File: src/rtl/rf_dbg_pkg.sv
// Shared widths, dump FSM state codes and the counter width helper
// for the register file dump sequencer.
package rf_dbg_pkg;

  localparam int DEF_DATA_W = 32;
  localparam int DEF_ADDR_W = 5;

  localparam logic [1:0] S_IDLE = 2'd0;
  localparam logic [1:0] S_READ = 2'd1;
  localparam logic [1:0] S_HOLD = 2'd2;
  localparam logic [1:0] S_DONE = 2'd3;

  // A single-entry dump still needs a 1-bit index register.
  function automatic int cnt_w(input int n);
    return (n <= 1) ? 1 : $clog2(n);
  endfunction

endpackage

File: src/rtl/rf_dump_csum.sv
// XOR accumulator over the words accepted during a register dump.
module rf_dump_csum
  import rf_dbg_pkg::*;
#(
  parameter int DATA_W = DEF_DATA_W
) (
  input  logic              clk_i,
  input  logic              rst_i,
  input  logic              clr,
  input  logic              en,
  input  logic [DATA_W-1:0] din,
  output logic [DATA_W-1:0] csum
);

  always_ff @(posedge clk_i or posedge rst_i) begin
    if (rst_i) begin
      csum <= '0;
    end else if (clr) begin
      csum <= '0;
    end else if (en) begin
      csum <= csum ^ din;
    end
  end

endmodule

File: src/rtl/rf_dump_sequencer.sv
// Arbitrates the register file ports between the CPU and a debug dump engine
// that streams r0..r(DUMP_COUNT-1). Optional XOR checksum under `DUMP_CSUM_EN.
module rf_dump_sequencer
  import rf_dbg_pkg::*;
#(
  parameter int DATA_W     = DEF_DATA_W,
  parameter int ADDR_W     = DEF_ADDR_W,
  parameter int DUMP_COUNT = 13
) (
  input  logic              clk_i,
  input  logic              rst_i,
  input  logic [ADDR_W-1:0] cpu_raddr_i,
  input  logic              cpu_we_i,
  input  logic [ADDR_W-1:0] cpu_waddr_i,
  input  logic [DATA_W-1:0] cpu_wdata_i,
  output logic              cpu_stall_o,
  output logic [ADDR_W-1:0] rf_raddr_o,
  input  logic [DATA_W-1:0] rf_rdata_i,
  output logic              rf_we_o,
  output logic [ADDR_W-1:0] rf_waddr_o,
  output logic [DATA_W-1:0] rf_wdata_o,
  input  logic              dbg_start_i,
  output logic              dump_valid_o,
  input  logic              dump_ready_i,
  output logic [ADDR_W-1:0] dump_addr_o,
  output logic [DATA_W-1:0] dump_data_o,
  output logic              dump_done_o
`ifdef DUMP_CSUM_EN
  ,
  output logic [DATA_W-1:0] dump_csum_o
`endif
);

  localparam int IDX_W = cnt_w(DUMP_COUNT);

  logic [1:0]       state;
  logic [IDX_W-1:0] idx;
  logic             idle;
  logic             last;
  logic             accept;

  assign idle   = (state == S_IDLE);
  assign last   = (idx == IDX_W'(DUMP_COUNT - 1));
  assign accept = (state == S_HOLD) && dump_ready_i;

  // The index stops at the last entry instead of wrapping; a new start reloads it.
  always_ff @(posedge clk_i or posedge rst_i) begin
    if (rst_i) begin
      state        <= S_IDLE;
      idx          <= '0;
      cpu_stall_o  <= 1'b0;
      dump_valid_o <= 1'b0;
      dump_done_o  <= 1'b0;
      dump_addr_o  <= '0;
      dump_data_o  <= '0;
    end else begin
      dump_done_o <= 1'b0;
      case (state)
        S_IDLE: begin
          if (dbg_start_i) begin
            state       <= S_READ;
            idx         <= '0;
            cpu_stall_o <= 1'b1;
          end
        end
        S_READ: begin
          state        <= S_HOLD;
          dump_valid_o <= 1'b1;
          dump_addr_o  <= ADDR_W'(idx);
          dump_data_o  <= rf_rdata_i;
        end
        S_HOLD: begin
          if (dump_ready_i) begin
            dump_valid_o <= 1'b0;
            if (last) begin
              state       <= S_DONE;
              dump_done_o <= 1'b1;
            end else begin
              state <= S_READ;
              idx   <= idx + IDX_W'(1);
            end
          end
        end
        S_DONE: begin
          state       <= S_IDLE;
          cpu_stall_o <= 1'b0;
        end
        default: begin
          state       <= S_IDLE;
          cpu_stall_o <= 1'b0;
        end
      endcase
    end
  end

  // While stalled the dump engine owns the read port and CPU writes are dropped.
  always_comb begin
    rf_raddr_o = idle ? cpu_raddr_i : ADDR_W'(idx);
    rf_we_o    = idle && cpu_we_i;
    rf_waddr_o = cpu_waddr_i;
    rf_wdata_o = cpu_wdata_i;
  end

`ifdef DUMP_CSUM_EN
  rf_dump_csum #(
    .DATA_W(DATA_W)
  ) u_csum (
    .clk_i(clk_i),
    .rst_i(rst_i),
    .clr  (idle && dbg_start_i),
    .en   (accept),
    .din  (dump_data_o),
    .csum (dump_csum_o)
  );
`endif

endmodule

File: config.mk
export PLATFORM = sky130hd
export DESIGN_NAME = rf_dump_sequencer
export DESIGN_NICKNAME = d
export VERILOG_FILES = /design/src/rtl/rf_dbg_pkg.sv /design/src/rtl/rf_dump_csum.sv /design/src/rtl/rf_dump_sequencer.sv
export SDC_FILE = /design/constraint.sdc
export NUM_CORES = 1
export LEC_CHECK = 0
export ABC_CLOCK_PERIOD_IN_PS = 1950
export CAP_MARGIN = 25
export CORE_AREA = 2 2 75 95
export CTS_CLUSTER_SIZE = 30
export DETAILED_ROUTE_END_ITERATION = 16
export DIE_AREA = 0 0 77 97
export GPL_TIMING_DRIVEN = 0
export PLACE_DENSITY = 0.85
export SLEW_MARGIN = 40
export SYNTH_ARGS = -nofsm -noshare
export SYNTH_HDL_FRONTEND = slang
export SYNTH_SLANG_ARGS = --single-unit
File: constraint.sdc
create_clock -name clk_i -period 1.95 [get_ports clk_i]
set_clock_uncertainty 0.15 [all_clocks]
set_input_delay 0.2925 -clock clk_i [delete_from_list [all_inputs] [get_ports clk_i]]
set_output_delay 0.2925 -clock clk_i [all_outputs]
set_load 0.01 [all_outputs]
==> metrics.txt, run 1 <==
DRT Pass-1 Iters=3; Max rail drop VDD=0.586 mV; cell row count=33; Mapped Nets=256; TritonCTS clock tree=done; outcome=finished clean; CP max stage cell=dfrtp_1; met2 routed wirelength=2890 um; FMAX=545 MHz; max-slew violations=0; count of cell types in the netlist=26; Tot Pwr=0.00466 W; final-report hold violation count=0; final setup fails=0; Max Cap Violations=0; Worst Path Required=1980 ps; Final ANT Viol Nets=0; Worst R2R Setup Slack=110 ps; CP bufs+invs=1; total core area=6520 um^2; CP Capture Type=flop; Syn Inst Count=175; clock power share=13.4%; dpl cells=386; layout cells sized above 1=31.7%; port buffer count=123; CP top delay family=flip-flops; total number of yosys warnings=0; Synth-to-Final Area Change=68.4%; kind of critical path=reg2reg; HPWL Detailed=4250 um; mean area per synthesized cell=12.3 um^2; pin count of the biggest net entering global routing=28; Final nets=389; Final Cycle Share=94.1%; hold_ws=148 ps; Max Used Layer=met4; initial drt markers=31; gr usage total=14.2%; Net Sw Power=0.00147 W; Period minus WS final=1840 ps; Non-Filler Instances=396; P_leak=1.59 nW; fillers=593; vias per cell=4.31; CP Max Fanout=4; Critical Path AT=1870 ps; met3 WL post-DR=394 um; pwr dens=1280 nW/um^2; Initial Util=33.1%; routed vias=1705; max incr delay on CP=410 ps; Num CTS Buffers=5; die width=77 um; Max Buffers Root-to-Sink=2; Clock Latency Late Sink=290 ps; Sw Ratio=31.6%; global-route wire length before repair=8510 um; Seq/Total Area, Yosys=52.1%; CP cell instances=inv_1 > ha_1 > and3_1 > a211oi_4 > mux2_1; antenna violations before repair=0; type of the tightest min-delay check=in2async; Most used DFF post-synth=dfrtp_1; Critical Path Source Type=flop; synthesized area=2160 um^2; Sequential Power Share=35.2%; RSZ-0062 raised after global routing=no; met1 WL=1950 um; critical path depth=5; leading cell type in the layout, fill and taps excluded=clkdlybuf4s50_1; clock transition at the registers of the reported paths=80 ps; Placer Congestion=0.774; remaining routing DRC violations=0; EDFF count, synth=0; full die area=7470 um^2; Worst R2R Path Depth=5; TNS Setup=0 ps; GRT overflow=0; Ports=162; chip height=97 um; CTS sink cnt=45; vias in the first global route=1704; asr flop ratio synth=100%; Clock Root Buffer=clkbuf_8; wire length per cell=13.4 um; highest-count cells in the layout ignoring fill and taps=117 x clkdlybuf4s50_1, 43 x dfrtp_1, 42 x buf_4; diode count=0; H-tree levels=2; Comb pwr share=51.3%; Final Worst Setup Slack=115 ps; drt total wl=5290 um; dpl ws=-216 ps; #FFs+latches synth=45; internal power=0.00319 W
-- flip-flops by register name, indices dropped and copies added (netlist names) --
register      flops
idx               4
dump_data_o      32
dump_done_o       1
cpu_stall_o       1
dump_valid_o      1
state             2
dump_addr_o       4
-- layout make-up --
cell class / instances / area [um^2] / share of cell area, %
sequential: 45 / 1130 / 31.0
timing repair buffer: 126 / 1240 / 34.1
clock buffer: 7 / 96.3 / 2.65
inverter: 9 / 36.3 / 0.998
clock inverter: 1 / 5.00 / 0.138
buffer: 43 / 334 / 9.19
multi-input combinational: 78 / 687 / 18.9
tap: 87 / 109 / 2.99
-- stage by stage --
stage	util, %	cell area [um^2]
final	55.7	3640
after floorplan	-	2160
after detailed placement	54.0	3520
after global routing	55.7	3640
after global placement	53.6	3500
after CTS	55.7	3630
-- cells by family (layout without fill, tap and decap cells) --
group / Yosys count / in the layout / share of synthesized area [%]
AND/OR/NAND/NOR: 22 / 23 / 5.21
buffers and inverters: 53 / 186 / 17.3
multiplexers: 39 / 39 / 20.2
AO/OA/AOI/OAI: 13 / 13 / 3.82
other: 1 / 1 / 0.174
adder cells (fa/ha/maj): 2 / 2 / 1.16
flip-flops: 45 / 45 / 52.1
-- cells in the mapped netlist (all sizes together), types with 2 or more instances --
master  number  area share [%]
and2         2            0.58
dfrtp       45              52
o21ai        7             1.6
ha           2             1.2
nand2        6             1.0
mux2        37              19
buf         44              16
mux2i        2            0.93
nor2b        3            0.87
nor2         4            0.70
a21oi        2            0.46
nand3        2            0.46
inv          9             1.6
-- timing repair --
action / in CTS / in global routing
gates cloned: 1 / 0
setup buffers: 1 / 1
gates resized for setup: 10 / 13
hold buffers: 0 / 0
endpoints found under the setup margin: 6 / 6
pin swaps: 1 / 0
-- per-layer routing --
layer | track usage [%] | vias up
met5 | 0 | -
met4 | 4.12 | 0
met2 | 26.2 | 90
met3 | 4.10 | 5
met1 | 15.6 | 798
li1 | - | 812
-- worst register-to-register path, stage by stage (launching register included) --
cell and delay (ps):
dfrtp_1 410, inv_1 90, ha_1 170, and3_1 210, a211oi_4 340, mux2_1 350
-- path summary, 6_finish.rpt --
path | startpoint | to
hold / removal | rst_i | dump_data_o[30]
hold reg to reg | dump_data_o[9] | dump_data_o[9]
min in group clk_i | dump_data_o[9] | dump_data_o[9]
setup / recovery | idx[1] | idx[0]
max in group asynchronous | rst_i | idx[0]
setup reg to reg | idx[1] | idx[0]
-- power by group through the flow --
stage / combinational (W) / sequential (W) / clock, W
final: 0.00239 / 0.00164 / 0.000627
after global placement: 0.00237 / 0.00162 / 0
after CTS: 0.00241 / 0.00165 / 0.000654
after floorplan: 0.000978 / 0.00181 / 0
after global routing: 0.00257 / 0.00171 / 0.000696
after detailed placement: 0.00242 / 0.00165 / 0
No activity file was read; power rests on OpenSTA's default activity.
==> inputs of run 2 (changes only) <==
GPL_TIMING_DRIVEN = unset   (was 0)
==> metrics.txt, run 2 (synthesis gave the netlist of run 1 again) <==
outcome=finished clean; Final Cycle Share=94.4%; Critical Path AT=1400 ps; gr usage total=12.5%; global-route wire length before repair=7560 um; reg-to-reg endpoint=idx[0]; final setup fails=0; Non-Filler Instances=321; HPWL Detailed=3500 um; type of the tightest min-delay check=in2async; Clock Latency Late Sink=290 ps; dpl cells=313; max reg flops=32; die width=77 um; CP Capture Type=primary output; vias in the first global route=1544; RSZ-0062 raised after global routing=no; Final ANT Viol Nets=0; layout cells sized above 1=22.6%; Worst R2R Path Depth=5; wire length per cell=14.2 um; R2R Path Start=idx[1]; pin count of the biggest net entering global routing=30; full die area=7470 um^2; max-slew violations=0; CP cell instances=nor2_1 > buf_4 > nand2_1 > o21ai_0 > dlygate4sd2_1; kind of critical path=reg2out; antenna violations before repair=0; leading cell type in the layout, fill and taps excluded=clkdlybuf4s50_1; FMAX=543 MHz; highest-count cells in the layout ignoring fill and taps=80 x clkdlybuf4s50_1, 45 x dfrtp_1, 32 x mux2_2; Num CTS Buffers=5; CP Max Fanout=10; GRT overflow=0; Worst R2R Setup Slack=220 ps; P_leak=1.29 nW; TritonCTS clock tree=done; TNS Setup=0 ps; initial drt markers=19; Period minus WS final=1840 ps; pwr dens=1530 nW/um^2; Initial Util=33.1%; CP max stage cell=dfrtp_1; Ports=162; final-report hold violation count=0; remaining routing DRC violations=0; Worst Path Required=1510 ps; DRT Pass-1 Iters=4; diode count=0; drt total wl=4570 um; Critical Path Source Type=flop; chip height=97 um; fillers=643; Final nets=314; clock transition at the registers of the reported paths=90 ps; max incr delay on CP=390 ps; Largest regs=dump_data_o x32, dump_addr_o x4, idx x4; Synth-to-Final Area Change=39.0%; Max Buffers Root-to-Sink=2; vias per cell=4.55; Max Cap Violations=0; H-tree levels=2; CTS sink cnt=45; port buffer count=86; routed vias=1462; Clock Root Buffer=clkbuf_8; total core area=6520 um^2; Max rail drop VDD=0.692 mV; Placer Congestion=0.769; cell row count=33; Top reg by flops=dump_data_o
run 2: cell types whose count changed in the layout (fill, tap and decap cells not counted), sizes merged:
cell / previous run / this run
dlygate4sd2: 1 / 6
clkdlybuf4s50: 117 / 80
bufinv: 0 / 1
clkinvlp: 0 / 1
nor2: 5 / 4
clkinv: 1 / 0
buf: 46 / 9
clkbuf: 12 / 6
run 2: timing repair:
action / 4_1_cts / 5_1_grt
setup endpoints to repair: 6 / 0
hold buffers: 0 / 0
gates resized for setup: 6 / 0
setup buffers: 0 / 0
run 2: metrics by stage:
| stage | hold slack, ps | instance area, um^2 | worst slack (ps) | power (W) | utilization, % |
|---|---|---|---|---|---|
| finish | 157 | 3000 | 109 | 0.00458 | 46.0 |
| global route | 186 | 3000 | 36.3 | 0.00489 | 46.0 |
| CTS | 165 | 3000 | 84.7 | 0.00467 | 46.0 |
| detailed placement | 328 | 2890 | 57.9 | 0.00396 | 44.3 |
| global placement | 319 | 2890 | 35.6 | 0.00388 | 44.3 |
| floorplan | 265 | 2160 | 207 | 0.00279 | - |
run 2: worst max-delay path: cells and delay by family, from the launching register on:
kind / cells / cell delay, ps
buf+inv: 2 / 470
simple gates: 2 / 170
compound gates: 1 / 80
flops: 1 / 390
run 2: worst max-delay path by stage:
stage | endpoint | slack (ps) | cells after the start | from
after floorplan | idx[0] | 210 | 5 | idx[0]
after global placement | rf_raddr_o[1] | 40 | 4 | cpu_raddr_i[1]
after CTS | rf_raddr_o[0] | 80 | 5 | state[1]
after detailed placement | rf_raddr_o[1] | 60 | 4 | cpu_raddr_i[1]
after global routing | rf_raddr_o[0] | 40 | 5 | state[1]
final | rf_raddr_o[0] | 110 | 5 | state[1]
run 2: report_power, final:
group | internal [W] | total (W) | switching, W
registers | 0.00138 | 0.00162 | 0.000235
logic | 0.00138 | 0.00224 | 0.000857
clock network | 0.000417 | 0.000729 | 0.000312
run 2: metal layers:
metal,vias to the layer above,wire length [um],GRT usage [%]
met5,-,0,0
met4,0,159,6.04
met3,23,343,3.92
met2,65,2430,21.9
met1,720,1640,13.6
li1,654,-,-
run 2: final cells by class:
| cell class | count | area [um^2] | share of cell area (%) |
|---|---|---|---|
| Tap cell | 87 | 109 | 3.62 |
| Timing Repair Buffer | 95 | 946 | 31.5 |
| Clock inverter | 2 | 37.5 | 1.25 |
| Multi-Input combinational cell | 77 | 668 | 22.3 |
| Inverter | 9 | 33.8 | 1.13 |
| Clock buffer | 6 | 82.6 | 2.75 |
| Sequential cell | 45 | 1130 | 37.5 |
==> inputs of run 3 (changes only) <==
ABC_CLOCK_PERIOD_IN_PS = 1700   (was 1950)
CAP_MARGIN = 10   (was 25)
clock period = 1.7 ns   (was 1.95 ns; I/O delays follow)
==> metrics.txt, run 3 (synthesis gave the netlist of run 1 again) <==
outcome=finished clean; Comb pwr share=51.7%; Worst R2R Setup Slack=30 ps; layout cells sized above 1=27.8%; max-slew violations=0; CP Capture Type=primary output; max reg flops=32; Max Buffers Root-to-Sink=2; R2R Path Start=state[1]; Sequential Power Share=35.7%; cell row count=33; diode count=0; chip height=97 um; TNS Setup=0 ps; Hold Buf Count CTS=0; reg-to-reg endpoint=idx[0]; leading cell type in the layout, fill and taps excluded=clkdlybuf4s50_1; Max rail drop VDD=0.843 mV; type of the tightest min-delay check=in2async; pin count of the biggest net entering global routing=46; total core area=6520 um^2; Synth-to-Final Area Change=39.9%; Tot Pwr=0.00522 W; routed vias=1456; Worst Path Required=1290 ps; FMAX=600 MHz; Clock Latency Late Sink=290 ps; CP bufs+invs=3; Initial Util=33.1%; CP max stage cell=dfrtp_1; gr usage total=12.1%; Ports=162; global-route wire length before repair=7210 um; H-tree levels=2; die width=77 um; fillers=641; highest-count cells in the layout ignoring fill and taps=80 x clkdlybuf4s50_1, 45 x dfrtp_1, 32 x mux2_2; Period minus WS final=1670 ps; P_leak=1.29 nW; port buffer count=86; remaining routing DRC violations=0; Layout Utilization=46.3%; wire length per cell=14.0 um; Final ANT Viol Nets=0; Placer Congestion=0.755; internal power=0.00357 W; pwr dens=1730 nW/um^2; RSZ-0062 raised after global routing=yes; Worst R2R Path Depth=4; antenna violations before repair=0; clock transition at the registers of the reported paths=80 ps; TritonCTS clock tree=done; Critical Path Source Type=flop; Sw Ratio=31.5%; CP cell instances=nor2_4 > buf_6 > buf_6 > o21ai_2 > buf_2; Top reg by flops=dump_data_o; drt total wl=4530 um; initial drt markers=36; hold_ws=192 ps; final setup fails=0; clock power share=12.6%; Net Sw Power=0.00164 W; Critical Path AT=1260 ps; crit-path most repeated cell=buf_6; Clock Root Buffer=clkbuf_8; CP top delay family=flip-flops; full die area=7470 um^2; DRT Pass-1 Iters=2; Final Cycle Share=98.1%; final-report hold violation count=0; HPWL Detailed=3320 um; Max Cap Violations=0; GRT overflow=0; max incr delay on CP=420 ps; vias per cell=4.49; Final nets=318; kind of critical path=reg2out; Num CTS Buffers=5; vias in the first global route=1497; Largest regs=dump_data_o x32, dump_addr_o x4, idx x4; CTS sink cnt=45; CP Max Fanout=5
## run 3: cell count changes in the layout (fill, tap and decap cells not counted), moves of 2 or more
cell	previous run	this run
buf_6	0	4
dlygate4sd2_1	6	0
buf_2	0	5
o21ai_0	7	4
o21ai_2	0	2
## run 3: worst reg2reg max path: stages (launching register included)
cell,delay (ps)
dfrtp_1,410
buf_4,190
mux2i_1,190
a211oi_4,270
mux2_1,350
## run 3: how the worst max path moves through the flow
stage / from / endpoint / cells past startpoint
floorplan: idx[0] / idx[0] / 5
global placement: cpu_raddr_i[4] / rf_raddr_o[4] / 3
detailed placement: cpu_raddr_i[0] / rf_raddr_o[0] / 4
CTS: state[1] / rf_raddr_o[4] / 4
global route: state[0] / rf_raddr_o[2] / 5
finish: state[0] / rf_raddr_o[1] / 5
## run 3: per-layer routing
metal  share of wire [%]  GRT usage [%]  vias up
li1                    -              -      662
met1                  37           12.6      722
met2                  53           20.9       56
met3                 5.7           3.26       16
met4                 4.4           8.65        0
met5                   0              0        -
## run 3: power by group through the flow
stage	registers, W	clock network, W	logic, W
detailed placement	0.00188	0	0.00265
floorplan	0.00208	0	0.00112
CTS	0.00186	0.000681	0.00261
finish	0.00186	0.000657	0.00270
global route	0.00194	0.000730	0.00290
global placement	0.00184	0	0.00261
## run 3: final cells by class
type	count	area [um^2]	area share (%)
repair buffers	99	968	32.0
well taps	87	109	3.60
multi-input cells	77	698	23.1
inverters	9	33.8	1.12
clock buffers	7	86.3	2.86
flip-flops and latches	45	1130	37.3
## run 3: stage by stage
stage               cells  instance area [um^2]  setup WS [ps]
finish                324                  3020           31.9
global route          324                  3020          -34.4
CTS                   321                  2960          -17.5
detailed placement    314                  2900          -86.2
global placement      314                  2900          -75.6
floorplan             175                  2160           5.17
## run 3: repair_timing
item                                    CTS  global route
endpoints found under the setup margin    6             4
setup buffers                             0             2
gates cloned                              0             1
gates resized for setup                  22            15
pin swaps                                 0             1
